**config.mk**
```make
export PLATFORM = sky130hd
export DESIGN_NAME = axi4_chk_fifo
export DESIGN_NICKNAME = d
export VERILOG_FILES = /design/src/rtl/axi4_chk_fifo.sv
export SDC_FILE = /design/constraint.sdc
export NUM_CORES = 1
export LEC_CHECK = 0
export ABC_AREA = 1
export CORE_MARGIN = 2
export CORE_UTILIZATION = 62
export DETAILED_ROUTE_END_ITERATION = 8
export HOLD_SLACK_MARGIN = 0.08
export PLACE_DENSITY = 0.88
export SLEW_MARGIN = 20
export SYNTH_ARGS = -nofsm -noshare
export SYNTH_HDL_FRONTEND = slang
export SYNTH_SLANG_ARGS = --single-unit
```
**constraint.sdc**
```tcl
create_clock -name clk -period 5.15 [get_ports clk]
set_input_delay 0.7725 -clock clk [delete_from_list [all_inputs] [get_ports clk]]
set_output_delay 0.7725 -clock clk [all_outputs]
set_load 0.05 [all_outputs]
```
**src/rtl/axi4_chk_fifo.sv**
```systemverilog
// Synchronous FIFO holding accepted AW entries awaiting their W data.
// Latency: pushed entry visible at dout the cycle after push (head is combinational from storage).
// Backpressure: push while full is dropped unless a pop happens in the same cycle.
module axi4_chk_fifo #(
    parameter int WIDTH = 12,
    parameter int DEPTH = 8
) (
    input  logic                       clk,
    input  logic                       rst_n,
    input  logic                       push,
    input  logic                       pop,
    input  logic [WIDTH-1:0]           din,
    output logic [WIDTH-1:0]           dout,
    output logic                       full,
    output logic                       empty,
    output logic [$clog2(DEPTH+1)-1:0] count
);

    localparam int PW = $clog2(DEPTH);
    localparam int CW = $clog2(DEPTH+1);

    logic [WIDTH-1:0] mem [DEPTH];
    logic [PW-1:0]    wr_ptr;
    logic [PW-1:0]    rd_ptr;
    logic             do_push;
    logic             do_pop;

    assign full    = (count == CW'(DEPTH));
    assign empty   = (count == '0);
    assign do_pop  = pop & ~empty;
    // A pop frees the slot in the same cycle, so a full FIFO can still accept
    assign do_push = push & (~full | do_pop);
    assign dout    = mem[rd_ptr];

    // Pointer and occupancy tracking
    always_ff @(posedge clk or negedge rst_n) begin
        if (!rst_n) begin
            wr_ptr <= '0;
            rd_ptr <= '0;
            count  <= '0;
        end else begin
            if (do_push) wr_ptr <= wr_ptr + PW'(1);
            if (do_pop)  rd_ptr <= rd_ptr + PW'(1);
            count <= count + CW'(do_push) - CW'(do_pop);
        end
    end

    // Storage write; contents are don't-care until pointed at
    always_ff @(posedge clk) begin
        if (do_push) mem[wr_ptr] <= din;
    end

endmodule

```
# Word-level counts from Yosys, hierarchy flattened
# Memories as Yosys holds them, arrays and structs flattened.
# Index checks and enable logic that the tools add are counted.
# totals
in_bits,16
rom_bits,0
elab_cells,17
memories,1
latchBits,0
output_inout_bits,18
regBits,10
ram_bits,96
# op_classes
mul,0
div_mod_pow,0
reduce_logical,1
addsub,4
n_mux,2
shift,0
bitwise_logic,5
eq_ne,1
order_cmp,0
# mem_list
memory,words,width,read_ports,rd_clocked_by_memory_dff,write_ports,line,source
mem,8,12,1,0,1,22,logic [WIDTH-1:0] mem [DEPTH];
# op_table
op,n
"3-bit by 1-bit adder with 3-bit output, second input constant",2
4-bit by 1-bit adder with 4-bit output,1
"4-bit == test, second input constant",1
4-bit zero test,1
4-bit by 1-bit subtractor with 4-bit output,1
1-bit bitwise AND,2
1-bit 2-to-1 mux,2
1-bit inverter,2
1-bit OR,1

# Logic depth before layout (Yosys ltp)
# Gate-level depths: netlist of the first run.
# logic_depth
ltp_word,7
depth_mapped,11
depth_no_buf,11

# Least setup slack after synthesis of the first run
# No wires, ideal clock.
# synth_path
path_kind,register to register
startpoint,register count[2]
endpoint,register count[1]
setup_ns,0.064
arrival_ns,2.590
period_less_slack_ns,2.654
required_ns,5.086
n_path_buf,0
stages_incl_launch_ff,11
slack_ns,2.496
path_cell_list,dfrtp_1 inv_1 ha_1 nor3b_2 nand2_4 nand3_1 nand2_1 ha_1 inv_1 fa_1 inv_1
# synth_between
elab_cells_between_ends,9
classes_between,2 x add/sub; 1 x eq/ne; 5 x bitwise; 1 x reduce/logical
# synth_lines
element,line,source
start: declaration,16,output logic [$clog2(DEPTH+1)-1:0] count
start signal: assignment,44,count <= count + CW'(do_push) - CW'(do_pop);
4-bit == test,28,assign full = (count == CW'(DEPTH));
via full,14,"output logic full,"
1-bit inverter,32,assign do_push = push & (~full | do_pop);
1-bit OR,32,
1-bit bitwise AND,32,
4-bit by 1-bit adder with 4-bit output,44,
4-bit by 1-bit subtractor with 4-bit output,44,
# The timed path passes the listed nets, and every way through them passes these cells.
# A chain may end at the register's enable or synchronous reset.

# Worst setup path in the final report of the first run
# layout_path
startpoint,register rd_ptr[0]
endpoint,output dout[2]
# layout_between
elab_chain_len,1
# layout_lines
element,line,source
start: declaration,24,logic [PW-1:0] rd_ptr;
start signal: assignment,43,if (do_pop) rd_ptr <= rd_ptr + PW'(1);
memory read 8 x 12 bit,--,
end: declaration,13,"output logic [WIDTH-1:0] dout,"
# Every way passes these cells.

==> results.py, run 1 <==
metrics = {
    "synth": {
        "syn_area_mm2": 0.00454,
        "yosysWarnings": 0,
        "postSynth.asyncResetShare_pct": 9.43,
        "avgSynthCellArea_um2": 11.5,
        "ys.flop_type": "edfxtp_1",
        "synth.area.top_cells": "edfxtp_1 (64%), nand2_1 (10%), dfrtp_1 (5.5%), nor2_1 (4.0%), o21ai_0 (2.2%)",
        "synth-edff-count": 96,
        "ys_ff_latch": 106,
        "yosys.cell_types.count": 26,
        "yosysMostFrequentCell": "nand2_1",
        "seq_area_frac_synth_pct": 69.1,
        "synth_top_cell_by_area": "edfxtp_1",
        "synth_fp_nets": 419,
        "synth_commonest_cells": "nand2_1 (122), edfxtp_1 (96), nor2_1 (48)",
        "synth_cells": 395,
        "synth_top_cell_area_share_pct": 63.5,
    },
    "flow_run": {
        "cap_violations": 0,
    },
    "floorplan": {
        "initial_utilization_pct": 63.2,
        "fp.coreArea_mm2": 0.00718,
        "pin_count": 34,
        "die_w_um": 89.5,
        "row_count": 31,
        "die-height_um": 89.5,
        "die_area_mm2": 0.00802,
    },
    "timing": {
        "rsz0062_at_grt": "false",
        "finalSetupTns_ns": 0,
        "fmax_ghz": 0.268,
        "final_hold_viol_count": 0,
        "period_needed_ns": 3.73,
        "drv_slew": 0,
        "maxSlewHeadroom_pct": 28.2,
        "skew_ns": 0.0127,
        "worst_slew_pin_slew_ns": 1.08,
        "setup_viol": 0,
        "period_share_pct": 72.4,
    },
    "clocking": {
        "cts_tree": "yes",
        "ctsHoldBuffers": 0,
        "clk_latency_ns": 0.37,
        "cts_root_buf": "clkbuf_8",
        "cts.sinks": 106,
        "cts.path.max_buffers": 2,
        "cts_resized": 0,
        "htreeDepth": 3,
        "path_clk_slew_ns": 0.09,
        "post_cts.repair.setup_buffers": 0,
        "cts_buffers": 9,
    },
    "worst_setup_path": {
        "critPathMaxFanout": 62,
        "crit_type": "reg -> out",
        "arrival_ns": 2.96,
        "r2r_cells": 8,
        "crit_end": "dout[2]",
        "r2r-start": "count[2]$_DFF_PN0_",
        "cp-startpoint": "rd_ptr[0]$_DFFE_PN0N_",
        "r2r-end": "mem[6][6]$_DFFE_PP_",
        "r2r_slack_ns": 2.93,
        "cp-start-kind": "flop",
        "cp-end-kind": "output pin",
        "required_ns": 4.38,
    },
    "power_and_ir_drop": {
        "power_density_mw_per_mm2": 618,
        "power_frac_seq_pct": 39.8,
        "combinationalPowerShare_pct": 42.9,
        "irDropWorstVdd_uv": 343,
        "p_sw_mw": 1.37,
        "clockPowerShare_pct": 17.3,
        "p_leak_nw": 1.99,
        "sw_frac_of_total_pct": 43.1,
        "p_int_mw": 1.80,
    },
    "layout": {
        "area_delta_synth_final_pct": 13.0,
        "final_net_count": 453,
        "postLayoutCellArea_mm2": 0.00513,
        "layout.filler_cells": 470,
        "n_antenna_cell": 0,
        "drive_gt1_share_pct": 6.91,
    },
    "detailed_routing": {
        "drt-vias-per-instance": 5.57,
        "wl_um": 9010,
        "antenna_left": 0,
        "drc": 0,
        "num_vias": 2970,
        "m1WireLength_um": 3720,
        "drt_iter0_drc": 233,
        "wl_per_cell_um": 16.9,
        "dr.max_layer_used": "met4",
        "drt-pass1-iter-count": 5,
        "met3_length_um": 569,
        "route.met2.wl_um": 4550,
    },
    "global_route": {
        "grt_pass1_vias": 2788,
        "grt_use_total_pct": 24.0,
        "grt_first_pass_wirelength_um": 13900,
        "antenna_found_initial": 0,
        "gr-total-overflow": 0,
        "grt_max_degree": 63,
    },
    "status": {
        "status": "completed",
    },
    "placement": {
        "dpl.hpwl_um": 5290,
        "port_buffers": 33,
        "place_congestion": 0.770,
        "placed_cell_area_mm2": 0.00491,
    },
    "worst_hold_path": {
        "hold_path.class": "reg -> reg",
    },
}
==> final cells by class <==
cell class	instances	area [µm²]	area share [%]
clock inverters	4	76.3	1.49
repair buffers	41	390	7.61
flip-flops and latches	106	3130	61.1
clock buffers	12	135	2.64
inverters	25	104	2.03
multi-input cells	246	1160	22.7
well taps	99	124	2.42
==> how the worst min path moves through the flow <==
| stage | cells after the start | to | from | slack, ns |
|---|---|---|---|---|
| global route | 1 | count[0]$_DFF_PN0_ | count[0]$_DFF_PN0_ | 0.65 |
| finish | 1 | count[0]$_DFF_PN0_ | count[0]$_DFF_PN0_ | 0.62 |
| detailed placement | 1 | count[0]$_DFF_PN0_ | count[0]$_DFF_PN0_ | 0.59 |
| global placement | 1 | count[0]$_DFF_PN0_ | count[0]$_DFF_PN0_ | 0.57 |
| floorplan | 0 | count[0]$_DFF_PN0_ | rst_n | 0.48 |
| CTS | 1 | count[0]$_DFF_PN0_ | count[0]$_DFF_PN0_ | 0.61 |
==> per-layer routing <==
layer / global-route usage [%] / up-vias
met5: 0 / -
met3: 4.99 / 19
li1: - / 1396
met2: 38.8 / 122
met1: 32.8 / 1433
met4: 7.73 / 0
==> power groups by stage <==
stage / logic (mW) / clock network (mW) / registers (mW)
2_1_floorplan: 1.05 / 0 / 1.20
3_3_place_gp: 1.30 / 0 / 1.27
3_5_place_dp: 1.35 / 0 / 1.28
4_1_cts: 1.36 / 0.547 / 1.26
5_1_grt: 1.49 / 0.578 / 1.28
6_report: 1.36 / 0.547 / 1.26
==> kinds of logic (layout without fill, tap and decap cells) <==
| logic type | Yosys count | after routing | share of synthesized area, % |
|---|---|---|---|
| xor+xnor | 5 | 5 | 0.965 |
| buf+inv | 43 | 82 | 5.35 |
| simple gates | 183 | 183 | 16.1 |
| fa+ha+maj | 8 | 8 | 2.37 |
| compound gates | 50 | 50 | 6.18 |
| flops | 106 | 106 | 69.1 |
==> sequential cells by signal (all words and copies together), names as in the netlist <==
signal / count
rd_ptr: 3
count: 4
wr_ptr: 3
mem: 96
==> cells in the final DEF, fill, tap and decap left out, drive strengths merged <==
master	instances
a21oi	2
buf	8
bufinv	2
clkbuf	12
clkdlybuf4s50	33
clkinv	1
clkinvlp	1
dfrtp	10
edfxtp	96
fa	1
ha	7
inv	25
nand2	125
nand3	9
nor2	48
nor3b	1
o211ai	12
o21ai	36
xnor2	2
xor2	3
==> through the flow <==
step	setup slack [ns]	power [mW]	util [%]	hold WS, ns	std cells
after global routing	1.19	3.35	71.5	0.649	533
after CTS	1.43	3.17	71.4	0.610	533
final	1.42	3.17	71.5	0.620	533
after detailed placement	1.86	2.62	68.5	0.591	517
after floorplan	2.50	2.26	-	0.477	395
after global placement	1.90	2.57	68.5	0.567	517
==> critical path, stage by stage, from the launching register on <==
cell	delay, ns
dfrtp_2	1.09
inv_6	0.29
nand2_1	0.13
nand2_1	0.07
nand2_1	0.07
o21ai_0	0.10
nand2_1	0.06
nand2_1	0.07
clkdlybuf4s50_1	0.70
No activity file was read; power rests on OpenSTA's default activity.
==> run 2, diff against run 1 <==
--- a/config.mk
+++ b/config.mk
@@ -7,10 +7,10 @@
 export LEC_CHECK = 0
 export ABC_AREA = 1
 export CORE_MARGIN = 2
-export CORE_UTILIZATION = 62
+export CORE_UTILIZATION = 52
 export DETAILED_ROUTE_END_ITERATION = 8
 export HOLD_SLACK_MARGIN = 0.08
-export PLACE_DENSITY = 0.88
+export PLACE_DENSITY = 0.79
 export SLEW_MARGIN = 20
 export SYNTH_ARGS = -nofsm -noshare
 export SYNTH_HDL_FRONTEND = slang
==> constraint.sdc (replaced) <==
create_clock -name clk -period 3.35 [get_ports clk]
set_input_delay 0.5025 -clock clk [delete_from_list [all_inputs] [get_ports clk]]
set_output_delay 0.5025 -clock clk [all_outputs]
set_load 0.05 [all_outputs]
==> results.py, run 2 (synthesis gave the netlist of run 1 again) <==
metrics = {
    "status": {
        "status": "completed",
    },
    "worst_setup_path": {
        "cp-start-kind": "flop",
        "cp-end-kind": "output pin",
        "required_ns": 2.85,
        "path_cells": "buf_4 -> nor2_1 -> nor2_1 -> o21ai_1 -> nand2_1 -> nand2_1 -> nand2_1 -> clkdlybuf4s50_1",
        "crit_top_cell": "nand2_1",
        "arrival_ns": 2.54,
        "r2r-end": "count[2]$_DFF_PN0_",
        "crit_type": "reg -> out",
        "critPathMaxFanout": 20,
        "crit_path_top_delay_cell": "clkdlybuf4s50_1",
        "r2r_slack_ns": 1.29,
        "r2r_cells": 11,
        "cpPeakStageDelay_ns": 0.79,
        "r2r-start": "count[2]$_DFF_PN0_",
        "cp-startpoint": "rd_ptr[0]$_DFFE_PN0N_",
    },
    "layout": {
        "seqCellArea_mm2": 0.00313,
        "multi_input_area_mm2": 0.00116,
        "final_common_cell": "nand2_1",
        "largest_register_ffs": 96,
        "reg_top3": "mem (96), count (4)",
        "drive_gt1_share_pct": 7.99,
        "regMostFlops": "mem",
        "final_net_count": 457,
        "area_delta_synth_final_pct": 13.9,
        "layout.filler_cells": 666,
        "final_cell_mix": "nand2_1 (122), edfxtp_1 (96), nor2_1 (48)",
        "n_antenna_cell": 0,
    },
    "placement": {
        "place_congestion": 0.756,
        "pre_cts_slack_ns": 0.712,
        "dpl.hpwl_um": 5240,
        "port_buffers": 33,
    },
    "power_and_ir_drop": {
        "irDropWorstVdd_uv": 397,
        "p_leak_nw": 2.01,
        "power_density_mw_per_mm2": 940,
    },
    "timing": {
        "finalSetupTns_ns": 0,
        "setup_viol": 0,
        "worst_slew_pin_slew_ns": 0.553,
        "period_share_pct": 90.8,
        "worst_slack_ns": 0.309,
        "skew_ns": 0.00870,
        "period_needed_ns": 3.04,
        "maxSlewHeadroom_pct": 63.1,
        "holdWs_ns": 0.450,
        "fmax_ghz": 0.329,
        "drv_slew": 0,
        "rsz0062_at_grt": "false",
        "final_hold_viol_count": 0,
    },
    "clocking": {
        "clk_latency_ns": 0.36,
        "path_clk_slew_ns": 0.10,
        "cts.sinks": 106,
        "cts.path.max_buffers": 2,
        "cts_buffers": 9,
        "htreeDepth": 3,
        "post_cts.repair.setup_buffers": 0,
        "cts_root_buf": "clkbuf_8",
        "cts_tree": "yes",
        "cts_resized": 0,
        "ctsHoldBuffers": 0,
    },
    "worst_hold_path": {
        "hold_path.class": "in -> async",
    },
    "detailed_routing": {
        "wl_per_cell_um": 16.1,
        "wl_um": 8780,
        "drt-pass1-iter-count": 4,
        "drc": 0,
        "drt-vias-per-instance": 5.25,
        "num_vias": 2867,
        "antenna_left": 0,
        "drt_iter0_drc": 127,
    },
    "floorplan": {
        "pin_count": 34,
        "die_w_um": 97.4,
        "fp.coreArea_mm2": 0.00859,
        "row_count": 34,
        "die_area_mm2": 0.00949,
        "initial_utilization_pct": 52.8,
        "die-height_um": 97.4,
    },
    "flow_run": {
        "cap_violations": 0,
    },
    "global_route": {
        "grt_pass1_vias": 2918,
        "antenna_found_initial": 0,
        "grt_use_total_pct": 19.7,
        "grt_first_pass_wirelength_um": 14400,
        "grt_max_degree": 38,
        "gr-total-overflow": 0,
    },
}
## run 2: worst max-delay path: cells and delay by family (launching register included)
family / cells / cell delay (ns)
AOI/OAI and AO/OA: 1 / 0.08
DFF: 1 / 0.63
buffers and inverters: 2 / 1.08
and+or+nand+nor: 5 / 0.38
## run 2: power by group
group / internal [mW] / switching, mW / leakage (nW) / total [mW]
Sequential: 1.66 / 0.162 / 0.989 / 1.82
Combinational: 0.730 / 1.52 / 0.928 / 2.25
Clock: 0.351 / 0.439 / 0.0979 / 0.790
## run 2: layer usage
layer | part of all wire, % | GRT usage, % | wire length, µm
met1 | 41 | 24.9 | 3630
met2 | 51 | 32.6 | 4470
met3 | 5.6 | 4.53 | 491
met4 | 2.1 | 8.87 | 184
met5 | 0 | 0 | 0
## run 2: worst max-delay path by stage
stage / to
after floorplan: count[1]$_DFF_PN0_
after global placement: dout[4]
after detailed placement: dout[11]
after CTS: dout[7]
after global routing: dout[1]
final: dout[8]
## run 2: final cells by class
| class | count | share of cell area, % |
|---|---|---|
| clock buffers | 9 | 2.40 |
| clock inverters | 7 | 1.48 |
| multi-input cells | 246 | 22.5 |
| inverters | 25 | 2.01 |
| flip-flops and latches | 106 | 60.7 |
| repair buffers | 45 | 8.38 |
| well taps | 108 | 2.62 |
## run 2: through the flow
stage | cells | util [%] | total power, mW | cell area [µm²]
2_1_floorplan | 395 | - | 3.47 | 4540
3_3_place_gp | 530 | 57.8 | 4.03 | 4970
3_5_place_dp | 530 | 57.8 | 4.09 | 4970
4_1_cts | 546 | 60.1 | 4.87 | 5170
5_1_grt | 546 | 60.1 | 5.15 | 5170
6_report | 546 | 60.1 | 4.86 | 5170
==> run 3, diff against run 2 <==
--- a/config.mk
+++ b/config.mk
@@ -6,11 +6,11 @@
 export NUM_CORES = 1
 export LEC_CHECK = 0
 export ABC_AREA = 1
-export CORE_MARGIN = 2
 export CORE_UTILIZATION = 52
 export DETAILED_ROUTE_END_ITERATION = 8
 export HOLD_SLACK_MARGIN = 0.08
-export PLACE_DENSITY = 0.79
+export PLACE_DENSITY = 0.75
+export REMOVE_ABC_BUFFERS = 1
 export SLEW_MARGIN = 20
 export SYNTH_ARGS = -nofsm -noshare
 export SYNTH_HDL_FRONTEND = slang
==> results.py, run 3 (synthesis gave the netlist of run 1 again) <==
metrics = {
    "worst_setup_path": {
        "r2r-end": "count[2]$_DFF_PN0_",
        "arrival_ns": 2.48,
        "crit_top_cell": "nand2_1",
        "crit_type": "reg -> out",
        "r2r_slack_ns": 1.25,
        "required_ns": 2.85,
        "cpPeakStageDelay_ns": 0.80,
        "r2r_cells": 11,
        "r2r-start": "count[2]$_DFF_PN0_",
        "critPathMaxFanout": 18,
        "path_cells": "buf_4 -> o211ai_1 -> nand2_1 -> nand2_1 -> nand2_1 -> clkdlybuf4s50_1",
        "cp-start-kind": "flop",
        "crit_path_top_delay_cell": "clkdlybuf4s50_1",
        "cp-end-kind": "output pin",
    },
    "placement": {
        "dpl.hpwl_um": 5130,
        "port_buffers": 33,
        "place_congestion": 0.795,
    },
    "layout": {
        "layout.filler_cells": 651,
        "regMostFlops": "mem",
        "largest_register_ffs": 96,
        "final_common_cell": "nand2_1",
        "final_net_count": 458,
        "area_delta_synth_final_pct": 13.4,
        "n_antenna_cell": 0,
        "reg_top3": "mem (96), count (4)",
        "drive_gt1_share_pct": 8.20,
        "final_cell_mix": "nand2_1 (122), edfxtp_1 (96), nor2_1 (48)",
    },
    "floorplan": {
        "pin_count": 34,
        "fp.coreArea_mm2": 0.00834,
        "initial_utilization_pct": 54.4,
        "die-height_um": 95.4,
        "die_w_um": 95.4,
        "row_count": 33,
        "die_area_mm2": 0.00910,
    },
    "worst_hold_path": {
        "hold_path.class": "in -> async",
    },
    "power_and_ir_drop": {
        "sw_frac_of_total_pct": 44.0,
        "clockPowerShare_pct": 15.0,
        "power_density_mw_per_mm2": 928,
        "combinationalPowerShare_pct": 47.5,
        "p_sw_mw": 2.10,
        "power_frac_seq_pct": 37.5,
        "irDropWorstVdd_uv": 778,
        "p_int_mw": 2.67,
        "p_leak_nw": 2.01,
    },
    "clocking": {
        "ctsHoldBuffers": 0,
        "cts_root_buf": "clkbuf_8",
        "cts.sinks": 106,
        "cts_tree": "yes",
        "post_cts.repair.setup_buffers": 0,
        "cts_resized": 0,
        "clk_latency_ns": 0.37,
        "cts.path.max_buffers": 2,
        "cts_buffers": 9,
        "htreeDepth": 3,
        "path_clk_slew_ns": 0.10,
    },
    "global_route": {
        "antenna_found_initial": 0,
        "grt_first_pass_wirelength_um": 13900,
        "gr-total-overflow": 0,
        "grt_max_degree": 38,
        "grt_pass1_vias": 2868,
        "grt_use_total_pct": 21.4,
    },
    "timing": {
        "holdWs_ns": 0.444,
        "skew_ns": 0.0120,
        "period_share_pct": 89.0,
        "period_needed_ns": 2.98,
        "maxSlewHeadroom_pct": 62.5,
        "drv_slew": 0,
        "worst_slew_pin_slew_ns": 0.562,
        "final_hold_viol_count": 0,
        "finalSetupTns_ns": 0,
        "rsz0062_at_grt": "false",
        "setup_viol": 0,
        "fmax_ghz": 0.335,
    },
    "detailed_routing": {
        "num_vias": 2861,
        "drt_iter0_drc": 147,
        "drc": 0,
        "wl_per_cell_um": 15.8,
        "antenna_left": 0,
        "wl_um": 8590,
        "drt-vias-per-instance": 5.26,
        "drt-pass1-iter-count": 4,
    },
    "status": {
        "status": "completed",
    },
    "flow_run": {
        "cap_violations": 0,
    },
}
[run 3: critical path: cells and delay by family (launching register included)]
family                 cells  cell delay, ns
buffers and inverters      2            1.12
flip-flops                 1            0.64
AND/OR/NAND/NOR            3            0.22
AO/OA/AOI/OAI              1            0.12
[run 3: power groups by stage]
stage	clock [mW]	sequential, mW	combinational [mW]
after floorplan	0	1.98	1.33
after CTS	0.730	1.79	2.29
after detailed placement	0	1.82	2.28
final	0.714	1.79	2.27
after global routing	0.782	1.81	2.50
after global placement	0	1.81	2.23
[run 3: layout make-up]
class | count | area (µm²) | area share (%)
sequential | 106 | 3130 | 60.9
inverter | 25 | 104 | 2.02
tap | 105 | 131 | 2.55
clock inverter | 7 | 51.3 | 0.997
multi-input combinational | 246 | 1160 | 22.6
timing repair buffer | 46 | 440 | 8.56
clock buffer | 9 | 124 | 2.41
[run 3: worst max path at each step]
stage,from,to,slack (ns),cells after the start
2_1_floorplan,count[2]$_DFF_PN0_,count[1]$_DFF_PN0_,0.70,10
3_3_place_gp,rd_ptr[1]$_DFFE_PN0N_,dout[1],0.80,6
3_5_place_dp,rd_ptr[1]$_DFFE_PN0N_,dout[8],0.78,6
4_1_cts,rd_ptr[1]$_DFFE_PN0N_,dout[8],0.36,6
5_1_grt,rd_ptr[1]$_DFFE_PN0N_,dout[9],0.21,6
6_report,rd_ptr[1]$_DFFE_PN0N_,dout[1],0.37,6
[run 3: stage by stage]
stage | instances | utilization [%] | cell area (µm²) | total power [mW] | setup WS, ns
after floorplan | 377 | - | 4400 | 3.31 | 0.696
after global placement | 528 | 59.6 | 4970 | 4.03 | 0.795
after detailed placement | 528 | 59.6 | 4970 | 4.10 | 0.777
after CTS | 544 | 61.7 | 5150 | 4.81 | 0.356
after global routing | 544 | 61.7 | 5150 | 5.10 | 0.210
final | 544 | 61.7 | 5150 | 4.78 | 0.368
[run 3: metal layers]
layer | part of all wire, % | vias up | wire (µm) | track usage [%]
met4 | 1.6 | 0 | 139 | 8.71
met1 | 44 | 1380 | 3760 | 27.8
li1 | - | 1403 | - | -
met2 | 50 | 66 | 4280 | 35.3
met5 | 0 | - | 0 | 0
met3 | 4.8 | 12 | 416 | 4.39
